[src/rtl/rr_arb_ctrl_if.sv]
// rtl/rr_arb_ctrl_if.sv - request/grant bundle between requesters and the round-robin arbiter
interface rr_arb_ctrl_if #(
    parameter int W = 8,
    parameter int D = $clog2(W)
) ();
    logic [W-1:0] req;
    logic         ack;
    logic [W-1:0] gnt;
    logic [D-1:0] gnt_id;
    logic         gnt_vld;
    logic         timeout;

    // requester / downstream side
    modport master (
        output req,
        output ack,
        input  gnt,
        input  gnt_id,
        input  gnt_vld,
        input  timeout
    );

    // arbiter side
    modport slave (
        input  req,
        input  ack,
        output gnt,
        output gnt_id,
        output gnt_vld,
        output timeout
    );
endinterface

[src/rtl/rr_arb_ctrl.sv]
// rtl/rr_arb_ctrl.sv - round-robin arbiter with held grants; RR_ARB_TIMEOUT_EN adds a grant watchdog
module rr_arb_ctrl #(
    parameter int W       = 8,
    parameter int D       = $clog2(W),
    parameter int TIMEOUT = 16
) (
    input  logic         clk,
    input  logic         rst,
    rr_arb_ctrl_if.slave bus
);
    typedef enum logic {
        IDLE = 1'b0,
        BUSY = 1'b1
    } state_t;

    state_t       state_q, state_d;
    logic [D-1:0] ptr_q, ptr_d;
    logic [W-1:0] gnt_q, gnt_d;
    logic [D-1:0] id_q, id_d;
    logic         vld_q, vld_d;
    logic         to_q, to_d;

    logic [D-1:0] adv_ptr;
    logic [D-1:0] sel_ptr;
    logic [D-1:0] win;
    logic         win_vld;
    logic         fire;
    logic         release_grant;

`ifdef RR_ARB_TIMEOUT_EN
    localparam int CW = $clog2(TIMEOUT) + 1;
    logic [CW-1:0] hold_q, hold_d;

    // watchdog trips on the last permitted busy cycle unless the downstream acks in it
    assign fire = (state_q == BUSY) && !bus.ack && (hold_q == CW'(TIMEOUT - 1));
`else
    logic unused_timeout_cfg;
    assign unused_timeout_cfg = (TIMEOUT > 0);
    assign fire = 1'b0;
`endif

    // a grant ends on ack, or on a watchdog trip which behaves exactly like an ack
    assign release_grant = (state_q == BUSY) && (bus.ack || fire);

    // pointer moves one past the current winner, wrapping at W-1 (W need not be a power of two)
    assign adv_ptr = (id_q == D'(W - 1)) ? '0 : id_q + 1'b1;

    // back-to-back re-arbitration must already see the advanced pointer
    assign sel_ptr = release_grant ? adv_ptr : ptr_q;

    // rotating find-first-set: lowest request at/above sel_ptr, else lowest request overall
    always_comb begin
        win     = '0;
        win_vld = 1'b0;
        for (int i = W - 1; i >= 0; i--) begin
            if (bus.req[i]) begin
                win     = D'(i);
                win_vld = 1'b1;
            end
        end
        for (int i = W - 1; i >= 0; i--) begin
            if (bus.req[i] && (D'(i) >= sel_ptr)) begin
                win = D'(i);
            end
        end
    end

    // next-state and registered-output values for the grant sequencer
    always_comb begin
        state_d = state_q;
        ptr_d   = ptr_q;
        gnt_d   = gnt_q;
        id_d    = id_q;
        vld_d   = vld_q;
        to_d    = fire;
`ifdef RR_ARB_TIMEOUT_EN
        hold_d  = hold_q;
`endif
        case (state_q)
            IDLE: begin
                if (win_vld) begin
                    gnt_d   = {{(W - 1){1'b0}}, 1'b1} << win;
                    id_d    = win;
                    vld_d   = 1'b1;
                    state_d = BUSY;
`ifdef RR_ARB_TIMEOUT_EN
                    hold_d  = '0;
`endif
                end
            end
            BUSY: begin
                if (release_grant) begin
                    ptr_d = adv_ptr;
                    if (win_vld) begin
                        gnt_d  = {{(W - 1){1'b0}}, 1'b1} << win;
                        id_d   = win;
                        vld_d  = 1'b1;
`ifdef RR_ARB_TIMEOUT_EN
                        hold_d = '0;
`endif
                    end else begin
                        gnt_d   = '0;
                        id_d    = '0;
                        vld_d   = 1'b0;
                        state_d = IDLE;
                    end
                end else begin
`ifdef RR_ARB_TIMEOUT_EN
                    hold_d = hold_q + 1'b1;
`endif
                end
            end
            default: begin
                state_d = IDLE;
            end
        endcase
    end

    // state and output registers; reset drops any outstanding grant immediately
    always_ff @(posedge clk) begin
        if (rst) begin
            state_q <= IDLE;
            ptr_q   <= '0;
            gnt_q   <= '0;
            id_q    <= '0;
            vld_q   <= 1'b0;
            to_q    <= 1'b0;
        end else begin
            state_q <= state_d;
            ptr_q   <= ptr_d;
            gnt_q   <= gnt_d;
            id_q    <= id_d;
            vld_q   <= vld_d;
            to_q    <= to_d;
        end
    end

`ifdef RR_ARB_TIMEOUT_EN
    // hold counter for the watchdog
    always_ff @(posedge clk) begin
        if (rst) begin
            hold_q <= '0;
        end else begin
            hold_q <= hold_d;
        end
    end
`endif

    assign bus.gnt     = gnt_q;
    assign bus.gnt_id  = id_q;
    assign bus.gnt_vld = vld_q;
    assign bus.timeout = to_q;
endmodule

[src/flat_wrapper.sv]
// flat-port wrapper written by rule: the top's interface ports become plain ports
module rr_arb_ctrl_flat 
#(
    parameter int W       = 8,
    parameter int D       = $clog2(W),
    parameter int TIMEOUT = 16
)
  (clk, rst, bus_req, bus_ack, bus_gnt, bus_gnt_id, bus_gnt_vld, bus_timeout);
  rr_arb_ctrl_if #(.W(W), .D(D)) bus_i ();
  input  logic clk;
  input  logic rst;
  input wire logic [$bits(bus_i.req)-1:0] bus_req;
  input wire logic [$bits(bus_i.ack)-1:0] bus_ack;
  output wire logic [$bits(bus_i.gnt)-1:0] bus_gnt;
  output wire logic [$bits(bus_i.gnt_id)-1:0] bus_gnt_id;
  output wire logic [$bits(bus_i.gnt_vld)-1:0] bus_gnt_vld;
  output wire logic [$bits(bus_i.timeout)-1:0] bus_timeout;
  assign bus_i.req = bus_req;
  assign bus_i.ack = bus_ack;
  assign bus_gnt = bus_i.gnt;
  assign bus_gnt_id = bus_i.gnt_id;
  assign bus_gnt_vld = bus_i.gnt_vld;
  assign bus_timeout = bus_i.timeout;
  rr_arb_ctrl #(.W(W), .D(D), .TIMEOUT(TIMEOUT)) u_core (.clk(clk), .rst(rst), .bus(bus_i));
endmodule
[config.mk]
export PLATFORM = sky130hd
export DESIGN_NAME = rr_arb_ctrl_flat
export DESIGN_NICKNAME = d
export VERILOG_FILES = /design/src/rtl/rr_arb_ctrl_if.sv /design/src/rtl/rr_arb_ctrl.sv /design/src/flat_wrapper.sv
export SDC_FILE = /design/constraint.sdc
export NUM_CORES = 1
export LEC_CHECK = 0
export ABC_CLOCK_PERIOD_IN_PS = 2300
export CAP_MARGIN = 25
export CORE_MARGIN = 2
export CORE_UTILIZATION = 35
export DETAILED_ROUTE_END_ITERATION = 8
export SYNTH_ARGS = -nofsm -noshare
export SYNTH_HDL_FRONTEND = slang
export SYNTH_SLANG_ARGS = --single-unit
export TNS_END_PERCENT = 1
[constraint.sdc]
create_clock -name clk -period 2.3 [get_ports clk]
set_clock_uncertainty 0.1 [all_clocks]
set_input_delay 0.46 -clock clk [delete_from_list [all_inputs] [get_ports clk]]
set_output_delay 0.46 -clock clk [all_outputs]
set_load 0.02 [all_outputs]
; ---- Word-level counts from Yosys, hierarchy flattened
; Index checks and enable logic that the tools add are counted.
[totals]
ff_bits = 16
out_inout_bits = 13
input_bits = 11
wordCells = 69
[op_classes]
n_eq_ne = 3
bitwise_logic = 1
n_lt_le_gt_ge = 8
n_reduce_logical = 10
addsub = 1
mux = 40
n_shift = 1
[op_table]
columns = operator, n
row1 = two-way mux 3 bit, 21
row2 = two-way mux 8 bit, 3
row3 = one-hot mux 8 bit (2 select lines), 1
row4 = ">= comparator 3 bit, first input constant", 4
row5 = two-way mux 1 bit, 12
row6 = logical AND 1 bit, 9
row7 = "left shift 1 x 3 -> 8 bit, first input constant", 1
row8 = ">= comparator 1 x 3 -> 1 bit, first input constant", 2
row9 = ">= comparator 2 x 3 -> 1 bit, first input constant", 2
row10 = one-hot mux 3 bit (2 select lines), 1
row11 = one-hot mux 1 bit (2 select lines), 2
row12 = "adder 3 x 1 -> 3 bit, second input constant", 1
row13 = "== test 3 bit, second input constant", 1
row14 = "!= test 2 x 1 -> 1 bit, second input constant", 1
row15 = "!= test 2 bit, second input constant", 1
row16 = AND reduction 2 bit, 1
row17 = inverter 1 bit, 1

; ---- Depth between registers and ports, before layout
[logic_depth]
word_depth = 20
mapped_depth = 9
depth_no_buf = 9

; ---- Worst setup path before layout
; Ideal clock, no wire load.
[synth_path]
kind = reg2reg
start = register u_core.id_q[0] (netlist: u_core.bus.gnt_id[0])
end = register u_core.gnt_q[0] (netlist: u_core.bus.gnt[0])
path_slack_ns = -0.149
required_time_ns = 2.134
stages_incl_launch_ff = 10
arrival_ns = 2.283
period_less_slack_ns = 2.449
path_buffers = 0
setup_time_ns = 0.066
cell_sequence = dfxtp_1 -> ha_1 -> ha_1 -> and4_1 -> a31oi_2 -> o21ai_2 -> a22oi_1 -> o21ai_1 -> a221o_1 -> a21oi_2
[synth_via]
elab_chain_cells = 17
elab_cells_between_ends = 33
cone_classes = 1 x add/sub / 8 x order compare / 1 x eq/ne / 1 x shift / 14 x mux / 8 x reduce/logical
[synth_rtl]
columns = item, line_no
row1 = "start, declared", rr_arb_ctrl.sv:19  ; logic [D-1:0] id_q, id_d;
row2 = "start signal, assigned", rr_arb_ctrl.sv:132  ; id_q <= id_d;
row3 = adder 3 x 1 -> 3 bit or == test 3 bit (tied branches), rr_arb_ctrl.sv:46  ; assign adv_ptr = (id_q == D'(W - 1)) ? '0 : id_q + 1'b1;
row4 = two-way mux 3 bit *, rr_arb_ctrl.sv:46
row5 = two-way mux 3 bit *, --
row6 = >= comparator 3 bit, rr_arb_ctrl.sv:62  ; if (bus.req[i] && (D'(i) >= sel_ptr)) begin
row7 = logical AND 1 bit, rr_arb_ctrl.sv:62
row8 = two-way mux 3 bit (7 in a row), rr_arb_ctrl.sv:62
row9 = two-way mux 3 bit *, rr_arb_ctrl.sv:62
row10 = left shift 1 x 3 -> 8 bit *, "rr_arb_ctrl.sv:82, rr_arb_ctrl.sv:95"
row11 = two-way mux 8 bit, rr_arb_ctrl.sv:94  ; if (win_vld) begin
row12 = two-way mux 8 bit, rr_arb_ctrl.sv:92  ; if (release_grant) begin
row13 = one-hot mux 8 bit (2 select lines) *, rr_arb_ctrl.sv:79  ; case (state_q)
row14 = "end signal, assigned", rr_arb_ctrl.sv:131  ; gnt_q <= gnt_d;
row15 = "end, declared", rr_arb_ctrl.sv:18  ; logic [W-1:0] gnt_q, gnt_d;
; Mark *: on every way between the ends. The rest lies on a longest branch, timed or not. The select of a mux whose other input is x is not followed.
; A chain may end at the register's enable or synchronous reset.

; ---- Worst setup path after layout
[layout_path]
start = register u_core.id_q[1] (netlist: u_core.bus.gnt_id[1])
end = register u_core.gnt_q[0] (netlist: u_core.bus.gnt[0])
; The elaborated chain is that of the path after synthesis.

==> metrics.yaml <==
drtIter0Drc: 57
hp-start: "u_core.bus.gnt[7]"
clock-sinks: 16
clk_pin_slew_worst_paths_ps: 100
leakage_nw: 0.694
synth_cells: 122
ys_types: 48
fin_crit_ps: 2470
num_rows: 19
finalCritPeriodShare_pct: 107
layout_setup_ws_ps: -165
wl_um: 3060
fin_nets: 199
path_class: "reg -> reg"
hold_class: "reg -> reg"
holdPathStages: 2
final_util_pct: 60.9
synth_seq_cells: 16
drive_gt1_share_pct: 35.7
clockBufferDepth: 2
cp-start-kind: "register"
grt_util_all_layers_pct: 20.5
holdWs_ps: 360
htree_num_levels: 1
die_x_um: 57.0
violations: "negative setup slack"
grt_pass1_wl_um: 5210
antenna_found_initial: 0
slew_headroom_pct: 57.8
viasPerCell: 5.33
ff2ff_path_depth: 9
cts_root_buf: "clkbuf_4"
pre_cts_ws_ps: -471
critPathArrivalTime_ps: 2590
path_max_fanout: 5
rsz0062_at_grt: "true"
p_per_area_nw_per_um2: 475
vias: 1152
synth-warning-count: 0
hold_end: "u_core.bus.gnt[7]"
ir_drop_v: 0.000383
layout_commonest_cell: "buf_4"
grt_max_degree: 17
syn-cell-area_sq_um: 982
yosys_most_used_dff: "dfxtp_1"
r2r_start: "u_core.bus.gnt_id[1]"
r2r_end: "u_core.bus.gnt[0]"
report.final.hold_viol_count: 0
first_global_vias: 1126
start_util_pct: 36.2
maxSlewViolCount: 0
dr.pass1.iters: 4
ys_async_sr_fraction_pct: 0
place_inst: 209
wl_per_cell_um: 14.2
route.detailed.drc: 0
die_h_um: 57.0
place.port_buffers: 22
final_cells: 216
drv_cap: 0
finalSetupViolCount: 2
seq_area_frac_synth_pct: 32.6
grt_overflow: 0
synth_nets: 135
crit_required_ps: 2430
syn_to_final_growth_pct: 68.0
avgSynthCellArea_sq_um: 8.05
r2r_setup_slack_ps: -170
outcome: "finished, violations left"
cts_buffers: 3
cts_tree: "done"
ioPinCount: 24
layout_common_cells: "41 x buf_4, 21 x clkdlybuf4s50_1, 14 x a21oi_1, 14 x dfxtp_1"
gp_congestion: 0.889
num_antenna_cells: 0
dp_hpwl_um: 2320
antenna_left: 0
clk_latency_ps: 300
critPathCaptureType: "register"
fmax_ghz: 0.406
tightest_slew_ps: 630
synth_edf_count: 0
fp.dieArea_sq_um: 3250
placeableCoreArea_sq_um: 2710
-- metrics by stage --
step / instance area, sq um / setup TNS (ps) / total power [W]
floorplan: 1000 / -68.3 / 0.000434
global placement: 1530 / -3470 / 0.000569
detailed placement: 1530 / -3930 / 0.000571
CTS: 1570 / -149 / 0.000768
global route: 1650 / -828 / 0.000832
finish: 1650 / -204 / 0.000784
-- kinds of logic (layout without fill, tap and decap cells) --
group | Yosys count | after routing | synth area share, %
compound gates | 46 | 46 | 34.3
simple gates | 45 | 45 | 24.2
flops | 16 | 16 | 32.6
buf+inv | 11 | 74 | 4.59
fa+ha+maj | 2 | 2 | 2.55
other cells | 1 | 1 | 0.382
mux | 1 | 1 | 1.40
-- final cells by class --
class | count | area [sq um]
well taps | 31 | 38.8
fillers | 243 | 1060
flip-flops and latches | 16 | 323
clock buffers | 4 | 36.3
multi-input cells | 95 | 699
inverters | 7 | 26.3
repair buffers | 63 | 527
-- critical path, cell delays in order, from the launching register on --
cell	delay [ps]
dfxtp_2	350
ha_4	160
ha_4	150
and4bb_2	340
nor2_4	70
o311ai_4	310
nand3_2	100
or3_1	350
a221o_1	330
a21oi_2	130
-- metal layers --
metal | wire length [um] | vias up | global-route usage [%] | part of all wire [%]
li1 | - | 572 | - | -
met4 | 38 | 0 | 6.98 | 1.2
met5 | 0 | - | 0 | 0
met1 | 1430 | 546 | 27.6 | 47
met2 | 1480 | 30 | 33.5 | 48
met3 | 118 | 4 | 3.40 | 3.9
-- where the power goes --
group	switching, W	total, W	internal, W	leakage [nW]
combinational	0.000137	0.000282	0.000146	0.541
sequential	0.0000131	0.000307	0.000294	0.132
clock	0.0000973	0.000194	0.0000966	0.0210
total	0.000247	0.000784	0.000537	0.694
-- cells in the mapped netlist (2+ instances only) --
cell	instances	area [sq um]
dfxtp_1	16	320
a21oi_1	15	75.1
nand2b_1	3	18.8
a21o_1	2	15.0
nand4_1	2	12.5
o31ai_1	4	30.0
clkbuf_1	2	7.51
nand2_1	12	45.0
inv_1	7	26.3
a21boi_1	2	15.0
ha_1	2	25.0
nand3_1	2	10.0
nor2_1	13	48.8
o21bai_1	2	15.0
a22oi_1	3	22.5
o21ai_0	3	15.0
-- registers in the layout (all words and copies together) (netlist names) --
name	flops
u_core.ptr_q	3
u_core.bus.gnt	8
u_core.bus.gnt_id	3
u_core.bus.gnt_vld	1
u_core.state_q	1
-- worst max path at each step --
stage | to | cells after the start | slack (ps) | from
2_1_floorplan | u_core.bus.gnt[0] | 9 | -70 | u_core.bus.gnt_id[0]
3_3_place_gp | u_core.bus.gnt[0] | 8 | -390 | bus_ack
3_5_place_dp | u_core.bus.gnt[0] | 10 | -470 | bus_ack
4_1_cts | u_core.bus.gnt[0] | 9 | -130 | u_core.bus.gnt_id[0]
5_1_grt | u_core.bus.gnt[0] | 9 | -260 | u_core.bus.gnt_id[1]
6_report | u_core.bus.gnt[0] | 9 | -170 | u_core.bus.gnt_id[1]
-- what timing repair did --
item                                    CTS  global route
endpoints found under the setup margin   10            11
hold buffers                              0             0
gates resized for setup                   3            11
pin swaps                                 0             9
setup buffers                             0             3
Note: power is estimated with default switching activity, not from simulation.
